===== config.mk =====
export PLATFORM = sky130hd
export DESIGN_NAME = free_list
export DESIGN_NICKNAME = d
export VERILOG_FILES = /design/src/rtl/free_list.sv
export SDC_FILE = /design/constraint.sdc
export NUM_CORES = 1
export LEC_CHECK = 0
export BUFFER_PORTS_ARGS = -buffer_cell sky130_fd_sc_hd__buf_2
export CAP_MARGIN = 10
export CORE_ASPECT_RATIO = 0.5
export CORE_MARGIN = 3
export CORE_UTILIZATION = 63
export DETAILED_ROUTE_END_ITERATION = 10
export PLACE_DENSITY = 0.85
export SETUP_SLACK_MARGIN = 0.02
export SLEW_MARGIN = 15
export SYNTH_ARGS = -nofsm -noshare
export SYNTH_HDL_FRONTEND = slang
export SYNTH_SLANG_ARGS = --single-unit

===== constraint.sdc =====
create_clock -name clk -period 5.2 [get_ports clk]
set_input_delay 0.78 -clock clk [delete_from_list [all_inputs] [get_ports clk]]
set_output_delay 0.78 -clock clk [all_outputs]
set_load 0.01 [all_outputs]

===== src/rtl/free_list.sv =====
// free_list: circular FIFO of free physical register tags for a 2-wide rename stage.
// Speculative (head), retired (commit_head) and release (tail) pointers allow flush recovery.
module free_list #(
  parameter int PHY_REGS  = 64,
  parameter int ARCH_REGS = 32,
  parameter int PHY_WIDTH = 6,
  parameter int DEPTH     = PHY_REGS - ARCH_REGS
) (
  input  logic                 clk,
  input  logic                 rst_n,
  input  logic                 flush,
  input  logic [1:0]           alloc_req,
  output logic                 alloc_gnt,
  output logic [PHY_WIDTH-1:0] alloc_phy_0,
  output logic [PHY_WIDTH-1:0] alloc_phy_1,
  output logic [1:0]           busy_valid,
  output logic [PHY_WIDTH-1:0] rd_phy_busy_0,
  output logic [PHY_WIDTH-1:0] rd_phy_busy_1,
  input  logic                 retire_valid,
  input  logic                 retire_alloc,
  input  logic [PHY_WIDTH-1:0] rd_phy_old_commit,
  output logic [PHY_WIDTH-1:0] free_count,
  output logic                 empty,
  output logic                 overflow_err
);

  // DEPTH is assumed to be a power of two so index arithmetic wraps naturally.
  localparam int IW = $clog2(DEPTH);
  localparam int PW = IW + 1;

  logic [PHY_WIDTH-1:0] fifo [DEPTH];
  logic [PW-1:0]        head, commit_head, tail;

  logic [1:0]           n_req;
  logic [IW-1:0]        head_idx, head_idx_p1;
  logic                 release_req, commit_adv, storage_full, do_write, ovf_set;
  logic [PW-1:0]        commit_head_nxt, tail_nxt, head_nxt;
  logic [PHY_WIDTH-1:0] n_granted, free_nxt;

  always_comb begin
    n_req       = {1'b0, alloc_req[0]} + {1'b0, alloc_req[1]};
    alloc_gnt   = rst_n && !flush && (n_req != 2'd0) && (free_count >= PHY_WIDTH'(n_req));
    busy_valid  = alloc_req & {2{alloc_gnt}};

    head_idx    = head[IW-1:0];
    head_idx_p1 = head_idx + IW'(1);
    alloc_phy_0 = fifo[head_idx];
    alloc_phy_1 = alloc_req[0] ? fifo[head_idx_p1] : fifo[head_idx];
    rd_phy_busy_0 = alloc_phy_0;
    rd_phy_busy_1 = alloc_phy_1;

    release_req     = retire_valid && (rd_phy_old_commit != '0);
    commit_adv      = retire_valid && retire_alloc;
    commit_head_nxt = commit_head + PW'(commit_adv);
    // A simultaneous retire vacates the slot at commit_head, so it counts before the full test.
    storage_full    = (tail - commit_head_nxt) == PW'(DEPTH);
    do_write        = release_req && !storage_full;
    ovf_set         = release_req && storage_full;
    tail_nxt        = tail + PW'(do_write);

    n_granted = alloc_gnt ? PHY_WIDTH'(n_req) : '0;
    if (flush) begin
      head_nxt = commit_head_nxt;
      free_nxt = PHY_WIDTH'(tail_nxt - commit_head_nxt);
    end else begin
      head_nxt = head + PW'(n_granted);
      free_nxt = free_count - n_granted + PHY_WIDTH'(do_write);
    end

    empty = (free_count == '0);
  end

  always_ff @(posedge clk or negedge rst_n) begin
    if (!rst_n) begin
      for (int i = 0; i < DEPTH; i++) begin
        fifo[i] <= PHY_WIDTH'(ARCH_REGS + i);
      end
      head         <= '0;
      commit_head  <= '0;
      tail         <= PW'(DEPTH);
      free_count   <= PHY_WIDTH'(DEPTH);
      overflow_err <= 1'b0;
    end else begin
      if (do_write) begin
        fifo[tail[IW-1:0]] <= rd_phy_old_commit;
      end
      head        <= head_nxt;
      commit_head <= commit_head_nxt;
      tail        <= tail_nxt;
      free_count  <= free_nxt;
      if (ovf_set) begin
        overflow_err <= 1'b1;
      end
    end
  end

endmodule


==> results.sh, run 1 <==
export IMPL_outcome="finished clean"
export IMPL_cts_resized=0
export IMPL_firstDrtPassIters=5
export IMPL_synth_xor_area_share_pct=2.03
export IMPL_fin_util_pct=70.8
export IMPL_synth_ff_type="dfstp_2"
export IMPL_drt_iter0_drc=689
export IMPL_tns_ns=0
export IMPL_post_cts_buffers=0
export IMPL_ir_worst_vdd_mv=0.636
export IMPL_final_layout_size_suffix_gt1_share_pct=61.6
export IMPL_synth_cells=869
export IMPL_yosysWarnings=0
export IMPL_viasPerCell=6.93
export IMPL_synth_top_family_by_area="multiplexers"
export IMPL_leakage_nw=5.64
export IMPL_p_per_area_nw_per_um2=764
export IMPL_fin_crit_sh_pct=90.2
export IMPL_coreArea_sq_um=19800
export IMPL_slew_violations=0
export IMPL_worstPathArrival_ns=5.12
export IMPL_ys_ff_latch=216
export IMPL_clkTransAtPathRegs_ns=0.06
export IMPL_place_ws_ns=0.0120
export IMPL_grt_overflow_total=0
export IMPL_reg2reg_depth=20
export IMPL_drt_wl_total_um=32300
export IMPL_seq_area_frac_synth_pct=43.0
export IMPL_wl_per_cell_um=27.8
export IMPL_antenna_left=0
export IMPL_fmax_mhz=213
export IMPL_rr_endpoint="free_count[5]$_DFF_PN1_"
export IMPL_rr_startpoint="commit_head[0]$_DFF_PN0_"
export IMPL_async_reset_ff_share_pct=100
export IMPL_syn_area_per_cell_sq_um=14.9
export IMPL_htreeDepth=1
export IMPL_grt_pass1_vias=8423
export IMPL_ys_types=47
export IMPL_layout_commonest_cell="mux2_2"
export IMPL_cts_tree="done"
export IMPL_synth_area_sq_um=12900
export IMPL_clock_latency_ns=0.51
export IMPL_finalCriticalPeriod_ns=4.69
export IMPL_finalWorstSetupSlack_ns=0.509
export IMPL_start_kind="primary input"
export IMPL_finalPower_mw=10.7
export IMPL_reg2reg_slack_ns=0.64
export IMPL_synth_simple_area_share_pct=3.63
export IMPL_fill_cells=1229
export IMPL_placedInstanceArea_sq_um=13300
export IMPL_crit_fanout=4
export IMPL_clockBufferDepth=3
export IMPL_synthAdderAreaFrac_pct=3.16
export IMPL_crit_type="in -> reg"
export IMPL_fp_dieArea_sq_um=22300
export IMPL_synth_edf_count=0
export IMPL_grt_pass1_wl_um=51400
export IMPL_cp_end_kind="flop"
export IMPL_antenna_cells=0
export IMPL_layout_nets=925
export IMPL_cp_data_required_time_ns=5.63
export IMPL_gp_congestion=0.881
export IMPL_syn_to_final_growth_pct=8.46
export IMPL_dp_cells=1125
export IMPL_worst_pin_slew_ns=1.14
export IMPL_maxSlewHeadroom_pct=23.7
export IMPL_root_buffer="clkbuf_16"
export IMPL_hp_class="in -> async"
export IMPL_ioPinCount=48
export IMPL_syn_num_nets=912
export IMPL_finClkSkew_ns=0.0157
export IMPL_start_util_pct=65.3
export IMPL_track_usage_pct=30.2
export IMPL_die_h_um=107
export IMPL_grt_max_degree=99
export IMPL_drc=0
export IMPL_layout_common_cells="mux2_2, mux4_2, dfstp_2, dfrtp_1, buf_2"
export IMPL_via_count=8065
export IMPL_drv_cap=0
export IMPL_finalHoldViolations=0
export IMPL_synthMuxAreaShare_pct=38.9
export IMPL_rows=36
export IMPL_finalSetupViolCount=0
export IMPL_io_buffers=47
export IMPL_synth_compound_area_share_pct=5.61
export IMPL_cts_buffers=21
export IMPL_cts_hold_buf=0
export IMPL_antenna_found_initial=1
export IMPL_rsz0062_at_grt="false"
export IMPL_final_area_sq_um=14000
export IMPL_clock_sinks=216
export IMPL_finalNonFillerCells=1163
export IMPL_whs_ns=0.272
export IMPL_dpl_hpwl_um=21300
export IMPL_fp_dieW_um=208
[critical path, cell delays in order]
cell       delay [ns]
buf_2            0.09
and2_1           0.14
ha_1             0.19
ha_1             0.31
inv_1            0.15
ha_1             0.27
nor2b_1          0.15
o31a_2           0.32
nor4_1           0.18
o2111ai_1        0.20
a21oi_4          0.17
nand2_1          0.08
and2_1           0.14
ha_1             0.21
ha_1             0.21
xor2_1           0.16
ha_1             0.37
a21oi_1          0.11
maj3_1           0.36
a21oi_1          0.18
xnor2_1          0.08
mux2_2           0.26
[worst max path at each step]
stage,from,endpoint,slack [ns],cells past startpoint
global placement,retire_alloc,free_count[5]$_DFF_PN1_,0.16,22
floorplan,retire_alloc,free_count[5]$_DFF_PN1_,0.02,22
global route,retire_alloc,free_count[5]$_DFF_PN1_,0.22,22
detailed placement,retire_valid,free_count[5]$_DFF_PN1_,0.01,22
finish,retire_alloc,free_count[5]$_DFF_PN1_,0.51,22
CTS,retire_valid,free_count[5]$_DFF_PN1_,0.53,22
[state kept, by name (all words and copies together), names as in the netlist]
| name | cells |
|---|---|
| commit_head | 6 |
| tail | 6 |
| free_count | 6 |
| head | 5 |
| fifo | 192 |
| overflow_err | 1 |
[cells by family (layout without fill, tap and decap cells)]
family	after synthesis	after routing
buffers and inverters	98	126
DFF	216	216
and+or+nand+nor	94	94
xor gates and xnor gates	29	29
muxes	327	327
AOI/OAI and AO/OA	74	74
adders and majority gates	31	31
[where the power goes]
group	switching (mW)	internal, mW	total (mW)
sequential	0.667	2.64	3.31
combinational	2.97	2.89	5.86
clock	0.644	0.885	1.53
[metal layers]
layer	track usage, %	vias to the layer above	wire length (um)	share of wire [%]
met5	0	-	7	0.022
met4	8.65	2	1130	3.5
met3	8.36	84	3020	9.4
met2	48.4	365	15100	47
met1	41.3	4297	13100	40
li1	-	3317	-	-
[Yosys cell counts (all sizes together), types with 2 or more instances]
| library cell | n | area [sq um] |
|---|---|---|
| nor2b | 3 | 18.8 |
| a21oi | 54 | 589 |
| or3 | 2 | 12.5 |
| fa | 3 | 60.1 |
| xnor2 | 19 | 166 |
| mux2 | 201 | 2260 |
| o31a | 2 | 18.8 |
| nor2 | 19 | 71.3 |
| xor2 | 10 | 95.1 |
| a21o | 3 | 22.5 |
| mux4 | 120 | 2700 |
| dfstp | 114 | 3000 |
| o21ai | 8 | 40.0 |
| nand2 | 13 | 48.8 |
| mux2i | 6 | 60.1 |
| dfrtp | 102 | 2550 |
| o21a | 2 | 15.0 |
| buf | 37 | 223 |
| nor3b | 3 | 22.5 |
| nand3 | 40 | 200 |
| and2 | 6 | 37.5 |
| clkbuf | 38 | 163 |
| and3b | 2 | 17.5 |
| inv | 23 | 86.3 |
| ha | 27 | 338 |
[final cells by class]
class,instances,area [sq um],share of cell area [%]
Clock inverter,4,48.8,0.349
Sequential cell,216,5550,39.7
Timing Repair Buffer,65,404,2.89
Multi-Input combinational cell,555,6940,49.6
Clock buffer,34,634,4.53
Inverter,23,86.3,0.617
Tap cell,266,333,2.38
(Power assumes the default switching activity.)
==> inputs of run 2 (changes only) <==
--- a/config.mk
+++ b/config.mk
@@ -9,9 +9,10 @@
 export CAP_MARGIN = 10
 export CORE_ASPECT_RATIO = 0.5
 export CORE_MARGIN = 3
-export CORE_UTILIZATION = 63
+export CORE_UTILIZATION = 60
 export DETAILED_ROUTE_END_ITERATION = 10
-export PLACE_DENSITY = 0.85
+export MAX_ROUTING_LAYER = met4
+export PLACE_DENSITY = 0.82
 export SETUP_SLACK_MARGIN = 0.02
 export SLEW_MARGIN = 15
 export SYNTH_ARGS = -nofsm -noshare
==> run 2 against run 1 <==
Via count fell by 2.9%. Global-route usage decreased by 2.4 points. Final cell count up 0.26%. Flip-flop and latch count unchanged. Critical endpoint unchanged.
==> results.sh, run 2 (synthesized netlist as in run 1, its figures left out) <==
export IMPL_via_count=7833
export IMPL_clock_latency_ns=0.49
export IMPL_start_util_pct=62.0
export IMPL_finalSetupViolCount=0
export IMPL_cp_end_kind="flop"
export IMPL_clock_sinks=216
export IMPL_outcome="finished clean"
export IMPL_worst_pin_slew_ns=0.996
export IMPL_top_register="fifo"
export IMPL_antenna_left=0
export IMPL_slew_violations=0
export IMPL_clkTransAtPathRegs_ns=0.07
export IMPL_fp_dieArea_sq_um=23400
export IMPL_layout_nets=922
export IMPL_maxSlewHeadroom_pct=33.3
export IMPL_htreeDepth=1
export IMPL_finalHoldViolations=0
export IMPL_gp_congestion=0.889
export IMPL_cts_buffers=21
export IMPL_start_kind="primary input"
export IMPL_syn_to_final_growth_pct=8.65
export IMPL_fill_cells=1351
export IMPL_worstPathArrival_ns=5.12
export IMPL_rows=37
export IMPL_clockBufferDepth=3
export IMPL_p_per_area_nw_per_um2=759
export IMPL_io_buffers=47
export IMPL_reg2reg_depth=20
export IMPL_root_buffer="clkbuf_16"
export IMPL_grt_overflow_total=0
export IMPL_grt_pass1_vias=8061
export IMPL_ir_worst_vdd_mv=0.552
export IMPL_rsz0062_at_grt="false"
export IMPL_crit_type="in -> reg"
export IMPL_post_cts_buffers=0
export IMPL_finClkSkew_ns=0.00823
export IMPL_coreArea_sq_um=20800
export IMPL_drt_wl_total_um=30500
export IMPL_cts_tree="done"
export IMPL_layout_common_cells="mux2_2, mux4_2, dfstp_2, dfrtp_1, buf_2"
export IMPL_dpl_hpwl_um=20500
export IMPL_tns_ns=0
export IMPL_wl_per_cell_um=26.2
export IMPL_firstDrtPassIters=5
export IMPL_largest_reg_flops=192
export IMPL_fmax_mhz=213
export IMPL_antenna_cells=0
export IMPL_ioPinCount=48
export IMPL_grt_pass1_wl_um=47500
export IMPL_layout_commonest_cell="mux2_2"
export IMPL_viasPerCell=6.72
export IMPL_cts_hold_buf=0
export IMPL_final_layout_size_suffix_gt1_share_pct=61.7
export IMPL_crit_path_end="free_count[5]$_DFF_PN1_"
export IMPL_hp_class="in -> async"
export IMPL_antenna_found_initial=0
export IMPL_rr_startpoint="commit_head[0]$_DFF_PN0_"
export IMPL_dp_cells=1129
export IMPL_crit_fanout=4
export IMPL_fin_crit_sh_pct=90.4
export IMPL_leakage_nw=5.64
export IMPL_finalCriticalPeriod_ns=4.70
export IMPL_reg2reg_slack_ns=0.65
export IMPL_finalNonFillerCells=1166
export IMPL_cp_data_required_time_ns=5.62
export IMPL_cts_resized=0
export IMPL_rr_endpoint="free_count[5]$_DFF_PN1_"
export IMPL_drv_cap=0
export IMPL_fp_dieW_um=213
export IMPL_drc=0
export IMPL_drt_iter0_drc=696
export IMPL_track_usage_pct=27.8
export IMPL_grt_max_degree=99
export IMPL_die_h_um=110
export IMPL_startpoint="retire_valid"
-- run 2: layer usage --
| metal | vias up | GRT usage, % | wire (um) |
|---|---|---|---|
| met1 | 4140 | 37.9 | 12500 |
| met4 | 0 | 7.07 | 791 |
| met5 | - | - | 0 |
| li1 | 3310 | - | - |
| met2 | 334 | 42.8 | 14400 |
| met3 | 49 | 6.96 | 2850 |
-- run 2: worst min path at each step --
stage / slack [ns] / to / cells after the start / startpoint
3_3_place_gp: 0.49 / overflow_err$_DFFE_PN0P_ / 1 / overflow_err$_DFFE_PN0P_
3_5_place_dp: 0.49 / overflow_err$_DFFE_PN0P_ / 1 / overflow_err$_DFFE_PN0P_
2_1_floorplan: 0.47 / fifo[162]$_DFFE_PN0P_ / 1 / fifo[162]$_DFFE_PN0P_
6_report: 0.29 / free_count[2]$_DFF_PN0_ / 1 / rst_n
4_1_cts: 0.31 / free_count[2]$_DFF_PN0_ / 1 / rst_n
5_1_grt: 0.32 / free_count[2]$_DFF_PN0_ / 1 / rst_n
-- run 2: worst max-delay path, cell delays in order --
cell and delay [ns]:
buf_2 0.11, and2_1 0.13, ha_1 0.19, ha_1 0.32
inv_1 0.10, ha_1 0.30, nor2b_1 0.18, o21a_1 0.20
o22ai_1 0.10, a21oi_1 0.38, xnor2_4 0.16, nand2_1 0.08
and2_1 0.14, ha_1 0.21, ha_1 0.21, xor2_1 0.16
ha_1 0.37, a21oi_1 0.11, maj3_1 0.36, a21oi_1 0.18
xnor2_1 0.08, mux2_2 0.26
-- run 2: metrics by stage --
stage / power [mW] / area, sq um / hold slack [ns] / util (%) / setup WS [ns]
floorplan: 7.60 / 12900 / 0.470 / - / 0.0221
global placement: 8.78 / 13300 / 0.487 / 63.8 / 0.164
detailed placement: 8.98 / 13300 / 0.488 / 63.8 / -0.0110
CTS: 10.6 / 14000 / 0.309 / 67.3 / 0.502
global route: 11.2 / 14000 / 0.325 / 67.3 / 0.218
finish: 10.6 / 14000 / 0.293 / 67.3 / 0.501
-- run 2: layout make-up --
class / count / area [sq um] / share of cell area (%)
well taps: 273 / 342 / 2.44
inverters: 23 / 86.3 / 0.616
multi-input cells: 555 / 6940 / 49.5
clock buffers: 30 / 609 / 4.34
clock inverters: 7 / 119 / 0.848
repair buffers: 62 / 382 / 2.72
flip-flops and latches: 216 / 5550 / 39.6
-- run 2: power by group --
group | leakage [nW] | internal (mW) | switching (mW)
clock | 0.351 | 0.967 | 0.655
sequential | 2.48 | 2.64 | 0.645
combinational | 2.81 | 2.88 | 2.85
total | 5.64 | 6.49 | 4.15
